## src/rtl/dmem_arbiter_if.sv

```systemverilog
// Bus bundle between the two data-memory requesters, the arbiter and dmem.
// The slave modport is the arbiter's view; master is the surrounding environment.
interface dmem_arbiter_if #(
  parameter int AW = 32
);
  logic          req0;
  logic          req1;
  logic          we0;
  logic          we1;
  logic [AW-1:0] adr0;
  logic [AW-1:0] adr1;
  logic [31:0]   wd0;
  logic [31:0]   wd1;
  logic          gnt0;
  logic          gnt1;
  logic          rvalid0;
  logic          rvalid1;
  logic [31:0]   rd0;
  logic [31:0]   rd1;
  logic          mem_we;
  logic [AW-1:0] mem_adr;
  logic [31:0]   mem_wd;
  logic [31:0]   mem_rd;
  logic          misalign;

  modport slave (
    input  req0, req1, we0, we1, adr0, adr1, wd0, wd1, mem_rd,
    output gnt0, gnt1, rvalid0, rvalid1, rd0, rd1,
           mem_we, mem_adr, mem_wd, misalign
  );

  modport master (
    output req0, req1, we0, we1, adr0, adr1, wd0, wd1, mem_rd,
    input  gnt0, gnt1, rvalid0, rvalid1, rd0, rd1,
           mem_we, mem_adr, mem_wd, misalign
  );
endinterface

```

## src/rtl/dmem_arbiter.sv

```systemverilog
// Round-robin, burst-bounded two-port arbiter in front of the single-ported dmem.
// Optional grant/wait statistics counters are enabled by defining DMEM_ARB_STATS_EN.
module dmem_arbiter #(
  parameter int MAX_BURST = 4,
  parameter int AW        = 32
) (
  input  logic          clk,
  input  logic          reset,
  dmem_arbiter_if.slave bus
`ifdef DMEM_ARB_STATS_EN
  ,
  output logic [31:0]   gcnt0,
  output logic [31:0]   gcnt1,
  output logic [31:0]   wcnt
`endif
);

  localparam int             CW       = $clog2(MAX_BURST) + 1;
  localparam logic [CW-1:0]  CNT_LAST = CW'(MAX_BURST - 1);

  typedef enum logic [1:0] {
    IDLE = 2'd0,
    OWN0 = 2'd1,
    OWN1 = 2'd2
  } state_t;

  state_t        state_q;
  state_t        state_d;
  logic          last_q;
  logic          last_d;
  logic [CW-1:0] cnt_q;
  logic [CW-1:0] cnt_d;

  logic          req0_s;
  logic          req1_s;
  logic          gnt0_s;
  logic          gnt1_s;
  logic          own_id_s;
  logic          own_req_s;
  logic          oth_req_s;
  logic [AW-1:0] adr0_s;
  logic [AW-1:0] adr1_s;
  logic [AW-1:0] mem_adr_s;
  logic [31:0]   mem_wd_s;
  logic          mem_we_s;

  logic          rvalid0_q;
  logic          rvalid1_q;
  logic [31:0]   rd0_q;
  logic [31:0]   rd1_q;

  assign req0_s = bus.req0;
  assign req1_s = bus.req1;
  assign adr0_s = bus.adr0;
  assign adr1_s = bus.adr1;

  assign gnt0_s = (state_q == OWN0) & req0_s;
  assign gnt1_s = (state_q == OWN1) & req1_s;

  // View of the current owner and its competitor, used by the next-state logic.
  always_comb begin
    own_id_s  = 1'b0;
    own_req_s = 1'b0;
    oth_req_s = 1'b0;
    if (state_q == OWN1) begin
      own_id_s  = 1'b1;
      own_req_s = req1_s;
      oth_req_s = req0_s;
    end else begin
      own_id_s  = 1'b0;
      own_req_s = req0_s;
      oth_req_s = req1_s;
    end
  end

  // Next-state, last-owner and burst-counter computation.
  always_comb begin
    state_d = state_q;
    last_d  = last_q;
    cnt_d   = cnt_q;
    case (state_q)
      IDLE: begin
        cnt_d = {CW{1'b0}};
        if (req0_s && req1_s) begin
          state_d = last_q ? OWN0 : OWN1;
        end else if (req0_s) begin
          state_d = OWN0;
        end else if (req1_s) begin
          state_d = OWN1;
        end else begin
          state_d = IDLE;
        end
      end
      OWN0, OWN1: begin
        if (oth_req_s && (!own_req_s || (cnt_q == CNT_LAST))) begin
          // Handover goes straight to the other OWN state, no idle bubble.
          state_d = own_id_s ? OWN0 : OWN1;
          cnt_d   = {CW{1'b0}};
          last_d  = own_id_s;
        end else if (!own_req_s) begin
          state_d = IDLE;
          cnt_d   = {CW{1'b0}};
          last_d  = own_id_s;
        end else if (cnt_q == CNT_LAST) begin
          cnt_d = cnt_q;
        end else begin
          cnt_d = cnt_q + {{(CW-1){1'b0}}, 1'b1};
        end
      end
      default: begin
        state_d = IDLE;
        last_d  = 1'b1;
        cnt_d   = {CW{1'b0}};
      end
    endcase
  end

  // Arbitration state registers.
  always_ff @(posedge clk or negedge reset) begin
    if (!reset) begin
      state_q <= IDLE;
      last_q  <= 1'b1;
      cnt_q   <= {CW{1'b0}};
    end else begin
      state_q <= state_d;
      last_q  <= last_d;
      cnt_q   <= cnt_d;
    end
  end

  // Memory-side mux; port 0 values are presented when nobody is granted.
  always_comb begin
    mem_adr_s = adr0_s;
    mem_wd_s  = bus.wd0;
    mem_we_s  = 1'b0;
    if (gnt1_s) begin
      mem_adr_s = adr1_s;
      mem_wd_s  = bus.wd1;
      mem_we_s  = bus.we1;
    end else if (gnt0_s) begin
      mem_adr_s = adr0_s;
      mem_wd_s  = bus.wd0;
      mem_we_s  = bus.we0;
    end else begin
      mem_adr_s = adr0_s;
      mem_wd_s  = bus.wd0;
      mem_we_s  = 1'b0;
    end
  end

  // Read-data capture; rd holds until the next read on the same port.
  always_ff @(posedge clk or negedge reset) begin
    if (!reset) begin
      rvalid0_q <= 1'b0;
      rvalid1_q <= 1'b0;
      rd0_q     <= 32'h0000_0000;
      rd1_q     <= 32'h0000_0000;
    end else begin
      rvalid0_q <= gnt0_s & ~bus.we0;
      rvalid1_q <= gnt1_s & ~bus.we1;
      if (gnt0_s && !bus.we0) begin
        rd0_q <= bus.mem_rd;
      end else begin
        rd0_q <= rd0_q;
      end
      if (gnt1_s && !bus.we1) begin
        rd1_q <= bus.mem_rd;
      end else begin
        rd1_q <= rd1_q;
      end
    end
  end

  assign bus.gnt0     = gnt0_s;
  assign bus.gnt1     = gnt1_s;
  assign bus.rvalid0  = rvalid0_q;
  assign bus.rvalid1  = rvalid1_q;
  assign bus.rd0      = rd0_q;
  assign bus.rd1      = rd1_q;
  assign bus.mem_we   = mem_we_s;
  assign bus.mem_adr  = mem_adr_s;
  assign bus.mem_wd   = mem_wd_s;
  // Misaligned accesses are forwarded untouched and only flagged.
  assign bus.misalign = (gnt0_s | gnt1_s) & (mem_adr_s[1:0] != 2'b00);

`ifdef DMEM_ARB_STATS_EN
  logic [31:0] gcnt0_q;
  logic [31:0] gcnt1_q;
  logic [31:0] wcnt_q;
  logic        wait_s;

  assign wait_s = (req0_s & ~gnt0_s) | (req1_s & ~gnt1_s);

  // Wrapping grant and wait cycle counters.
  always_ff @(posedge clk or negedge reset) begin
    if (!reset) begin
      gcnt0_q <= 32'd0;
      gcnt1_q <= 32'd0;
      wcnt_q  <= 32'd0;
    end else begin
      gcnt0_q <= gcnt0_q + {31'd0, gnt0_s};
      gcnt1_q <= gcnt1_q + {31'd0, gnt1_s};
      wcnt_q  <= wcnt_q + {31'd0, wait_s};
    end
  end

  assign gcnt0 = gcnt0_q;
  assign gcnt1 = gcnt1_q;
  assign wcnt  = wcnt_q;
`endif

endmodule
```

## src/flat_wrapper.sv

```systemverilog
// flat-port wrapper written by rule: the top's interface ports become plain ports
module dmem_arbiter_flat 
#(
  parameter int MAX_BURST = 4,
  parameter int AW        = 32
)
  (clk, reset, bus_req0, bus_req1, bus_we0, bus_we1, bus_adr0, bus_adr1, bus_wd0, bus_wd1, bus_mem_rd, bus_gnt0, bus_gnt1, bus_rvalid0, bus_rvalid1, bus_rd0, bus_rd1, bus_mem_we, bus_mem_adr, bus_mem_wd, bus_misalign);
  dmem_arbiter_if #(.AW(AW)) bus_i ();
  input  logic clk;
  input  logic reset;
  input wire logic [$bits(bus_i.req0)-1:0] bus_req0;
  input wire logic [$bits(bus_i.req1)-1:0] bus_req1;
  input wire logic [$bits(bus_i.we0)-1:0] bus_we0;
  input wire logic [$bits(bus_i.we1)-1:0] bus_we1;
  input wire logic [$bits(bus_i.adr0)-1:0] bus_adr0;
  input wire logic [$bits(bus_i.adr1)-1:0] bus_adr1;
  input wire logic [$bits(bus_i.wd0)-1:0] bus_wd0;
  input wire logic [$bits(bus_i.wd1)-1:0] bus_wd1;
  input wire logic [$bits(bus_i.mem_rd)-1:0] bus_mem_rd;
  output wire logic [$bits(bus_i.gnt0)-1:0] bus_gnt0;
  output wire logic [$bits(bus_i.gnt1)-1:0] bus_gnt1;
  output wire logic [$bits(bus_i.rvalid0)-1:0] bus_rvalid0;
  output wire logic [$bits(bus_i.rvalid1)-1:0] bus_rvalid1;
  output wire logic [$bits(bus_i.rd0)-1:0] bus_rd0;
  output wire logic [$bits(bus_i.rd1)-1:0] bus_rd1;
  output wire logic [$bits(bus_i.mem_we)-1:0] bus_mem_we;
  output wire logic [$bits(bus_i.mem_adr)-1:0] bus_mem_adr;
  output wire logic [$bits(bus_i.mem_wd)-1:0] bus_mem_wd;
  output wire logic [$bits(bus_i.misalign)-1:0] bus_misalign;
  assign bus_i.req0 = bus_req0;
  assign bus_i.req1 = bus_req1;
  assign bus_i.we0 = bus_we0;
  assign bus_i.we1 = bus_we1;
  assign bus_i.adr0 = bus_adr0;
  assign bus_i.adr1 = bus_adr1;
  assign bus_i.wd0 = bus_wd0;
  assign bus_i.wd1 = bus_wd1;
  assign bus_i.mem_rd = bus_mem_rd;
  assign bus_gnt0 = bus_i.gnt0;
  assign bus_gnt1 = bus_i.gnt1;
  assign bus_rvalid0 = bus_i.rvalid0;
  assign bus_rvalid1 = bus_i.rvalid1;
  assign bus_rd0 = bus_i.rd0;
  assign bus_rd1 = bus_i.rd1;
  assign bus_mem_we = bus_i.mem_we;
  assign bus_mem_adr = bus_i.mem_adr;
  assign bus_mem_wd = bus_i.mem_wd;
  assign bus_misalign = bus_i.misalign;
  dmem_arbiter #(.MAX_BURST(MAX_BURST), .AW(AW)) u_core (.clk(clk), .reset(reset), .bus(bus_i));
endmodule
```

## config.mk

```make
export PLATFORM = sky130hd
export DESIGN_NAME = dmem_arbiter_flat
export DESIGN_NICKNAME = d
export VERILOG_FILES = /design/src/rtl/dmem_arbiter_if.sv /design/src/rtl/dmem_arbiter.sv /design/src/flat_wrapper.sv
export SDC_FILE = /design/constraint.sdc
export NUM_CORES = 1
export LEC_CHECK = 0
export CAP_MARGIN = 20
export CELL_PAD_IN_SITES_DETAIL_PLACEMENT = 0
export CELL_PAD_IN_SITES_GLOBAL_PLACEMENT = 1
export CORE_ASPECT_RATIO = 1.5
export CORE_UTILIZATION = 26
export DETAILED_ROUTE_END_ITERATION = 12
export PLACE_DENSITY = 0.93
export RECOVER_POWER = 25
export SKIP_LAST_GASP = 1
export SLEW_MARGIN = 5
export SYNTH_ARGS = -nofsm -noshare
export SYNTH_HDL_FRONTEND = slang
export SYNTH_SLANG_ARGS = --single-unit
```

## constraint.sdc

```tcl
create_clock -name clk -period 3.2 [get_ports clk]
set_input_delay 0.64 -clock clk [delete_from_list [all_inputs] [get_ports clk]]
set_output_delay 0.64 -clock clk [all_outputs]
set_load 0.005 [all_outputs]
```

# Word-level counts from Yosys, hierarchy flattened
# Cells that the tools add are included.
# op_classes
mux	22
multipliers	0
n_eq_ne	5
addsub	1
div	0
n_lt_le_gt_ge	0
n_reduce_logical	12
bitwise	9
n_shift	0
# ops
cell	count
two-way mux 32 bit	2
two-way mux 2 bit	7
two-way mux 3 bit	4
two-way mux 1 bit	7
bitwise AND 1 bit	5
logical AND 1 bit	4
inequality test 4 bit, second input constant	1
one-hot mux 2 bit (2 select lines)	1
adder 3 x 1 -> 3 bit, second input constant	1
equality test 3 x 2 -> 1 bit, second input constant	1
zero test 1 bit	3
inequality test 3 bit, second input constant	1
NOT 1 bit	3
equality test 2 x 1 -> 1 bit, second input constant	1
equality test 2 bit, second input constant	1
zero test 2 bit	1
one-hot mux 1 bit (2 select lines)	1
AND reduction 2 bit	1
nonzero test 2 bit	1
OR reduction 2 bit	1
logical OR 1 bit	1
OR 1 bit	1
# word_totals
romBits	0
latch_bits	0
out_inout_bits	134
word_cells	56
ff_bits	72
in_bits	166
n_memories	0
ramBits	0

# Logic depth before layout (Yosys ltp)
# Gate-level depths: netlist (run 1).
# logic_depth
ltp_word	7
depth_mapped	10
mapped_depth_nobuf	8

# Least setup slack after synthesis (run 1)
# Ideal clock, no wire load.
# synth_timing
path_type	flip-flop to output port
startpoint	reg u_core.state_q[0]
endpoint	out bus_mem_wd[12]
t_required_ns	2.560
arrival_time_ns	1.530
stages_incl_launch_ff	8
path_buffers	2
path_slack_ns	1.030
cell_sequence	dfrtp_1 inv_1 ha_1 nand2_2 inv_2 buf_4 buf_4 mux2_1
# synth_between
elab_chain_len	3
# synth_lines
item	line	rtl
start, declared	dmem_arbiter.sv:27	state_t state_q;
start signal, assigned	dmem_arbiter.sv:125	state_q <= state_d;
equality test 2 bit	dmem_arbiter.sv:58	assign gnt1_s = (state_q == OWN1) & req1_s;
bitwise AND 1 bit	dmem_arbiter.sv:58	
net bus_gnt1	flat_wrapper.sv:21	output wire logic [$bits(bus_i.gnt1)-1:0] bus_gnt1;
two-way mux 32 bit	dmem_arbiter.sv:136	if (gnt1_s) begin
end, declared	flat_wrapper.sv:28	output wire logic [$bits(bus_i.mem_wd)-1:0] bus_mem_wd;
# The timed path passes the listed nets, and every way through them passes these cells.

# Worst setup path after layout (run 1)
# layout_timing
startpoint	in bus_req1
endpoint	out bus_mem_adr[6]
# layout_between
elab_chain_len	2
# layout_lines
item	line	rtl
start, declared	flat_wrapper.sv:12	input wire logic [$bits(bus_i.req1)-1:0] bus_req1;
bitwise AND 1 bit	dmem_arbiter.sv:58	
two-way mux 32 bit	dmem_arbiter.sv:136	
end, declared	flat_wrapper.sv:27	output wire logic [$bits(bus_i.mem_adr)-1:0] bus_mem_adr;
# Every way passes these cells.

==> impl_table.tex, run 1 <==
\begin{tabular}{lr}
\hline
Metric & Value \\
\hline
\multicolumn{2}{l}{\textbf{Final layout}} \\
Area of all placed cells without fillers & 7320 µm² \\
Post-layout utilization of the core & 50.6\% \\
Antenna cell count & 0 \\
Final non-filler cell total & 836 \\
Most used cells in the layout excluding fill and tap cells & clkdlybuf4s50\_1 (298), nand2\_1 (98), dfrtp\_1 (71) \\
Fraction of layout cells with a size suffix above 1 & 11.9\% \\
Number of nets in the layout & 808 \\
Area Overhead vs Synth & 90.7\% \\
Leading cell type in the layout, fill and taps excluded & clkdlybuf4s50\_1 \\
\multicolumn{2}{l}{\textbf{Route}} \\
Average wire length per cell after detail routing & 16.2 µm \\
Detailed-route via count & 3684 \\
Number of nets with antenna violations after routing & 0 \\
1st-iter DRT viols & 57 \\
Final wirelength & 13500 µm \\
Detailed Routing Iterations Pass 1 & 4 \\
Average vias per placed instance & 4.41 \\
Number of design rule violations left after detail routing & 0 \\
\multicolumn{2}{l}{\textbf{Critical path}} \\
Worst setup path startpoint & bus\_req1 \\
Critical Path Sink & bus\_mem\_adr[6] \\
Reg2reg start & u\_core.state\_q[1]\$\_DFFE\_PN0P\_ \\
Setup Crit Path Kind & input pin to primary output \\
Maximum fanout count along the critical path & 39 \\
Max stage delay on crit path & 0.51 ns \\
Most frequent CP cell & clkdlybuf4s50\_1 \\
Required @ worst endpoint & 2.56 ns \\
Critical Path Start Type & input pin \\
Setup crit end kind & primary output \\
Critical Path Slowest Stage Cell & clkdlybuf4s50\_1 \\
Cell chain of the critical path & clkdlybuf4s50\_1 > nand2\_2 > inv\_2 > buf\_12 > mux2\_1 > clkdlybuf4s50\_1 \\
Register-to-register setup slack & 1.19 ns \\
Crit Reg-Reg Endpoint & u\_core.bus.rd0[17]\$\_DFFE\_PN0P\_ \\
Data arrival time at the worst-slack endpoint & 2.40 ns \\
Cell depth of the worst flop-to-flop path & 6 \\
\multicolumn{2}{l}{\textbf{GRT}} \\
Total gr overflow & 0 \\
Wire length of the first global-routing pass & 20300 µm \\
Overall routing resource usage & about 17\% \\
Via count of the first global-routing pass & between 4000 and 5000 \\
Initial antenna violation count & 0 \\
Maximum number of pins on one net before global-route repair & 40 \\
\multicolumn{2}{l}{\textbf{CTS}} \\
Clock buffer depth & 2 \\
Clock Root Buffer & clkbuf\_16 \\
TritonCTS clock tree & built \\
Number of H-tree levels & 3 \\
Number of setup buffers added after CTS & 0 \\
Number of hold-repair buffers added at the cts stage & 0 \\
Number of buffers created by CTS & 9 \\
Clk slew on worst S/H paths & 0.06 ns \\
Source-to-sink clock delay at the later pin of the worst-skew pair & 0.33 ns \\
Post-CTS resize count & 0 \\
CTS sink cnt & 72 \\
\multicolumn{2}{l}{\textbf{Yosys}} \\
Post-synthesis adder-cell area fraction & 2.28\% \\
Post-synthesis average cell area & around 11 µm² \\
Post-synthesis net count & 507 \\
Count of yosys warnings during synthesis & 0 \\
Largest family of logic cells by synthesized area & multiplexers \\
Synthesized-area fraction occupied by ao, oa, aoi and oai cells & about 2.5\% \\
Post-Syn Area & 3840 µm² \\
Number of synthesized register bits & 72 \\
Sequential cell area fraction in the yosys report & between 40\% and 50\% \\
Cell types occupying the most area after synthesis & dfrtp\_1 (46\%), mux2\_1 (16\%), mux2\_4 (11\%), nand2\_1 (9.6\%), mux2\_2 (4.4\%) \\
Cell accounting for the most synthesized area & dfrtp\_1 \\
Area fraction of the dominant cell type after synthesis & 46.3\% \\
Cells after Synth & 334 \\
Share of the synthesized netlist area taken by xor and xnor gates & 0.228\% \\
Share of synthesized cell area in and, or, nand and nor gates & 11.6\% \\
Share of cell area taken by muxes after synthesis & 32.1\% \\
Number of distinct standard cells referenced by the synthesized netlist & 30 \\
\multicolumn{2}{l}{\textbf{STA}} \\
Fraction of the cycle the final worst path needs & 95.1\% \\
Time the final worst path needs with I/O delays and setup & 3.04 ns \\
Max Transition Viols Final & 0 \\
RSZ-0062 raised after global routing & no \\
Number of setup violations in the final report & 0 \\
Worst slew pin tran & roughly 1.4 ns \\
Hold Fails Final Rpt & 0 \\
Post-route setup slack & 0.156 ns \\
Total negative slack for setup checks & 0 ns \\
Clock Skew & 0.00630 ns \\
Worst hold slack & $\sim$0.47 ns \\
Maximum clock rate & 0.328 GHz \\
Worst slew margin & 7.43\% \\
\multicolumn{2}{l}{\textbf{Placed design}} \\
DP Worst Slack & 0.152 ns \\
Input/output buffers & 299 \\
Final Wtd Congestion & 0.825 \\
Instance area after placement & 7040 µm² \\
Number of cells after detailed placement & 820 \\
HPWL after DPL & 10900 µm \\
\multicolumn{2}{l}{\textbf{Power}} \\
Power density normalized to cell area & about 680 nW/µm² \\
Highest ir drop seen on vdd & $\sim$320 µV \\
Leakage & approximately 3.2 nW \\
Overall Power & 4.96 mW \\
\multicolumn{2}{l}{\textbf{Floorplanning}} \\
Number of rows in the core area & 54 \\
Die boundary height & 151 µm \\
Count of pins on the block boundary & 300 \\
Chip width & 101 µm \\
Die area & roughly 15000 µm² \\
Core Footprint & between 10000 and 15000 µm² \\
Starting density of the core & about a quarter \\
\multicolumn{2}{l}{\textbf{Hold path}} \\
Cells on Worst Hold Path & 2 \\
Min-Delay Path Class & flip-flop to flip-flop \\
\multicolumn{2}{l}{\textbf{Job}} \\
Number of max-capacitance violations reported & 0 \\
\multicolumn{2}{l}{\textbf{Status}} \\
Run status & finished clean \\
\hline
\end{tabular}
[state kept, by name (all words and copies together), names as in the netlist]
name and flops:
u_core.bus.rd0 32, u_core.bus.rd1 32, u_core.cnt_q 3, u_core.state_q 2, u_core.bus.rvalid0 1, u_core.bus.rvalid1 1, u_core.last_q 1
[worst min-delay path by stage]
stage	slack, ns	end	from
2_1_floorplan	0.34	u_core.bus.rd0[0]$_DFFE_PN0P_	reset
3_3_place_gp	0.46	u_core.bus.rd1[23]$_DFFE_PN0P_	u_core.bus.rd1[23]$_DFFE_PN0P_
3_5_place_dp	0.46	u_core.bus.rd1[19]$_DFFE_PN0P_	u_core.bus.rd1[19]$_DFFE_PN0P_
4_1_cts	0.30	u_core.bus.rd0[3]$_DFFE_PN0P_	reset
5_1_grt	0.50	u_core.bus.rd1[7]$_DFFE_PN0P_	u_core.bus.rd1[7]$_DFFE_PN0P_
6_report	0.47	u_core.bus.rd1[2]$_DFFE_PN0P_	u_core.bus.rd1[2]$_DFFE_PN0P_
[critical path, delay by kind of cell]
kind	cells	cell delay, ns
buffers and inverters	4	1.33
muxes	1	0.35
and+or+nand+nor	1	0.07
[cell type report]
cell class,count,area [µm²]
Fill cell,1332,7140
Inverter,9,33.8
Tap cell,196,245
Clock inverter,7,62.6
Timing Repair Buffer,309,3080
Clock buffer,9,225
Sequential cell,72,1800
Multi-Input combinational cell,234,1870
[power breakdown]
part | internal, mW | leakage [nW] | switching, mW
clock network | 0.541 | 0.133 | 0.414
logic | 1.60 | 2.19 | 0.794
registers | 1.35 | 0.893 | 0.255
total | 3.49 | 3.22 | 1.46
[cells in the mapped netlist]
cell type  count
o22ai_2        1
buf_4          6
ha_1           7
mux2_2        15
nand2_1       98
inv_1          7
dfrtp_1       71
a32oi_1        1
mux2_4        29
o21ai_2        1
nand2_2        1
xor2_1         1
o21bai_1       1
a21oi_1        6
mux2_1        54
or2_1          1
buf_6          4
nor2_1         4
and2_4         1
o2111ai_1      1
a211oi_1       1
o21ai_0        1
inv_2          2
o211ai_1       1
clkbuf_1       2
nand2b_1       5
nor3_1         2
buf_2          7
mux2i_1        2
dfstp_2        1
[per-layer routing]
| layer | wire (µm) | track usage [%] | vias up |
|---|---|---|---|
| met5 | 0 | 0 | - |
| met4 | 354 | 6.67 | 0 |
| met3 | 1090 | 4.57 | 27 |
| met2 | 7210 | 32.3 | 178 |
| met1 | 4890 | 18.0 | 1760 |
| li1 | - | - | 1719 |
[logic make-up after synthesis]
| family | count (synthesis) |
|---|---|
| AND/OR/NAND/NOR | 112 |
| AO/OA/AOI/OAI | 14 |
| buffers and inverters | 28 |
| adder cells (fa/ha/maj) | 7 |
| multiplexers | 100 |
| XOR/XNOR | 1 |
| flip-flops | 72 |
No activity file was read; power rests on OpenSTA's default activity.
==> run 2: changes to the inputs <==
--- a/config.mk
+++ b/config.mk
@@ -8,7 +8,7 @@
 export CAP_MARGIN = 20
 export CELL_PAD_IN_SITES_DETAIL_PLACEMENT = 0
 export CELL_PAD_IN_SITES_GLOBAL_PLACEMENT = 1
-export CORE_ASPECT_RATIO = 1.5
+export CORE_ASPECT_RATIO = 0.6
 export CORE_UTILIZATION = 26
 export DETAILED_ROUTE_END_ITERATION = 12
 export PLACE_DENSITY = 0.93
==> impl_table.tex, run 2 (synthesized netlist as in run 1, its figures left out) <==
\begin{tabular}{lr}
\hline
Metric & Value \\
\hline
\multicolumn{2}{l}{\textbf{GRT}} \\
Wire length of the first global-routing pass & 24100 µm (+18\%) \\
Initial antenna violation count & 1 (+1) \\
Maximum number of pins on one net before global-route repair & 73 (+83\%) \\
Total gr overflow & 0 (unchanged) \\
Via count of the first global-routing pass & 3650 (-8.9\%) \\
Overall routing resource usage & 21.4\% (+4.2 points) \\
\multicolumn{2}{l}{\textbf{Critical path}} \\
Critical Path Slowest Stage Cell & clkdlybuf4s50\_1 \\
Cell chain of the critical path & clkdlybuf4s50\_1 > nand2\_2 > inv\_2 > buf\_12 > mux2\_1 > clkdlybuf4s50\_1 \\
Setup crit end kind & primary output \\
Most frequent CP cell & clkdlybuf4s50\_1 \\
Cell depth of the worst flop-to-flop path & 6 (unchanged) \\
Maximum fanout count along the critical path & 40 (+2.6\%) \\
Crit Reg-Reg Endpoint & u\_core.bus.rd0[18]\$\_DFFE\_PN0P\_ \\
Required @ worst endpoint & 2.56 ns (about the same) \\
Max stage delay on crit path & 0.53 ns (+0.02 ns) \\
Reg2reg start & u\_core.state\_q[1]\$\_DFFE\_PN0P\_ \\
Setup Crit Path Kind & input pin to primary output \\
Data arrival time at the worst-slack endpoint & 2.48 ns (+0.08 ns) \\
Register-to-register setup slack & 1.14 ns (-0.05 ns) \\
Critical Path Start Type & input pin \\
\multicolumn{2}{l}{\textbf{Final layout}} \\
Area used by multi-input combinational logic & 1870 µm² (unchanged) \\
Layout fillers & 1241 (-6.8\%) \\
Number of nets in the layout & 805 (-0.37\%) \\
Most used cells in the layout excluding fill and tap cells & clkdlybuf4s50\_1 (298), nand2\_1 (98), dfrtp\_1 (71) \\
Area Overhead vs Synth & 90.8\% (about the same) \\
Post-layout utilization of the core & 52.2\% (+1.5 points) \\
Fraction of layout cells with a size suffix above 1 & 11.9\% (+0.056 points) \\
Area taken by flip-flops and latches & 1800 µm² (unchanged) \\
Antenna cell count & 0 (unchanged) \\
Leading cell type in the layout, fill and taps excluded & clkdlybuf4s50\_1 \\
\multicolumn{2}{l}{\textbf{CTS}} \\
CTS sink cnt & 72 (unchanged) \\
Clk slew on worst S/H paths & 0.06 ns (about the same) \\
Number of buffers created by CTS & 9 (unchanged) \\
Number of setup buffers added after CTS & 0 (unchanged) \\
TritonCTS clock tree & built \\
Clock buffer depth & 2 (unchanged) \\
Source-to-sink clock delay at the later pin of the worst-skew pair & 0.33 ns (about the same) \\
Number of H-tree levels & 3 (unchanged) \\
Clock Root Buffer & clkbuf\_16 \\
Number of hold-repair buffers added at the cts stage & 0 (unchanged) \\
\multicolumn{2}{l}{\textbf{STA}} \\
Worst slew pin tran & 1.82 ns (+0.434 ns) \\
Worst slew margin & -21.5\% (-29 points) \\
RSZ-0062 raised after global routing & no \\
Total negative slack for setup checks & 0 ns (unchanged) \\
Maximum clock rate & 0.320 GHz (-2.4\%) \\
Time the final worst path needs with I/O delays and setup & 3.12 ns (+0.0761 ns) \\
Max Transition Viols Final & 73 (+73) \\
Clock Skew & 0.00581 ns (-0.000487 ns) \\
Hold Fails Final Rpt & 0 (unchanged) \\
Worst hold slack & 0.478 ns (+0.00342 ns) \\
Fraction of the cycle the final worst path needs & 97.5\% (+2.4 points) \\
Number of setup violations in the final report & 0 (unchanged) \\
\multicolumn{2}{l}{\textbf{Route}} \\
1st-iter DRT viols & 251 (+340\%) \\
Detailed-route via count & 3605 (-2.1\%) \\
Detailed Routing Iterations Pass 1 & 4 (unchanged) \\
Number of nets with antenna violations after routing & 0 (unchanged) \\
Average vias per placed instance & 4.35 (-1.3\%) \\
Final wirelength & 16500 µm (+22\%) \\
Average wire length per cell after detail routing & 19.9 µm (+23\%) \\
Number of design rule violations left after detail routing & 0 (unchanged) \\
\multicolumn{2}{l}{\textbf{Power}} \\
Power density normalized to cell area & 689 nW/µm² (+1.8\%) \\
Net Sw Frac & 29.0\% (-0.47 points) \\
Overall Power & 5.05 mW (+1.8\%) \\
Highest ir drop seen on vdd & 317 µV (-2.0\%) \\
Part of the total power dissipated in the clock network & 20.2\% (+0.9 points) \\
Part of the power in combinational logic & 47.8\% (-0.6 points) \\
Sequential share of power & 32.0\% (-0.4 points) \\
Internal power consumption & 3.58 mW (+2.5\%) \\
Switching power total & 1.47 mW (+0.20\%) \\
Leakage & 3.22 nW (+0.27\%) \\
\multicolumn{2}{l}{\textbf{Hold path}} \\
Min-Delay Path Class & flip-flop to flip-flop \\
Hold worst-path end & u\_core.bus.rd1[20]\$\_DFFE\_PN0P\_ \\
Beginning of the worst hold path & u\_core.bus.rd1[20]\$\_DFFE\_PN0P\_ \\
Cells on Worst Hold Path & 2 (unchanged) \\
\multicolumn{2}{l}{\textbf{Floorplanning}} \\
Chip width & 159 µm (+57\%) \\
Starting density of the core & 27.4\% (+0.80 points) \\
Count of pins on the block boundary & 300 (unchanged) \\
Die boundary height & 96.1 µm (-36\%) \\
Number of rows in the core area & 33 (-39\%) \\
Die area & 15300 µm² (about the same) \\
Core Footprint & 14000 µm² (-2.9\%) \\
\multicolumn{2}{l}{\textbf{Placed design}} \\
Final Wtd Congestion & 0.951 (+15\%) \\
HPWL after DPL & 13400 µm (+23\%) \\
Input/output buffers & 299 (unchanged) \\
\multicolumn{2}{l}{\textbf{Status}} \\
Run status & finished with violations \\
Violations in the final reports & max-capacitance violations, max-slew violations \\
\multicolumn{2}{l}{\textbf{Job}} \\
Number of max-capacitance violations reported & 1 (+1) \\
\hline
\end{tabular}
run 2: cell types whose count changed in the layout (fill, tap and decap cells not counted), sizes merged:
cell / delta
buf: -1
clkinvlp: -1
clkbuf: -1
clkinv: +2
bufinv: +1
inv: -3
run 2: final cells by class:
class	instances	area share (%)
clock buffer	10	3.26
clock inverter	6	0.922
inverter	9	0.461
multi-input combinational	234	25.6
sequential	72	24.6
tap	192	3.28
timing repair buffer	306	41.9
run 2: worst max-delay path by stage:
stage                             startpoint              end  cells after the start
3_3_place_gp                        bus_req1  bus_mem_adr[12]                      6
6_report                            bus_req1   bus_mem_adr[9]                      6
4_1_cts                             bus_req1  bus_mem_adr[12]                      6
3_5_place_dp                        bus_req1  bus_mem_adr[12]                      6
2_1_floorplan  u_core.state_q[0]$_DFFE_PN0P_   bus_mem_wd[12]                      7
5_1_grt                             bus_req1   bus_mem_adr[9]                      6
run 2: worst max-delay path: cells and delay by family:
kind / cells / cell delay [ns]
buf+inv: 4 / 1.33
mux: 1 / 0.40
simple gates: 1 / 0.08
run 2: what timing repair did:
action / CTS / global route
resized for setup: 0 / 1
endpoints found under the setup margin: 0 / 5
hold endpoints to repair: 0 / 0
run 2: metal layers:
metal  GRT usage (%)  part of all wire [%]
met1            29.9                    48
met2            33.8                    46
met3            5.39                   6.0
met4            3.61                  0.31
met5               0                 0.067
run 2: power by group through the flow:
stage	combinational, mW	clock, mW	sequential (mW)
5_1_grt	2.58	1.09	1.68
4_1_cts	2.43	1.05	1.62
3_5_place_dp	2.42	0	1.62
6_report	2.41	1.02	1.61
2_1_floorplan	0.869	0	1.62
3_3_place_gp	2.38	0	1.59
run 2: metrics by stage:
stage,worst slack [ns],cells,cell area (µm²)
finish,0.0797,829,7330
global placement,0.0558,813,7020
CTS,0.0281,829,7320
global route,0.0290,829,7330
floorplan,1.03,334,3840
detailed placement,0.0349,813,7020
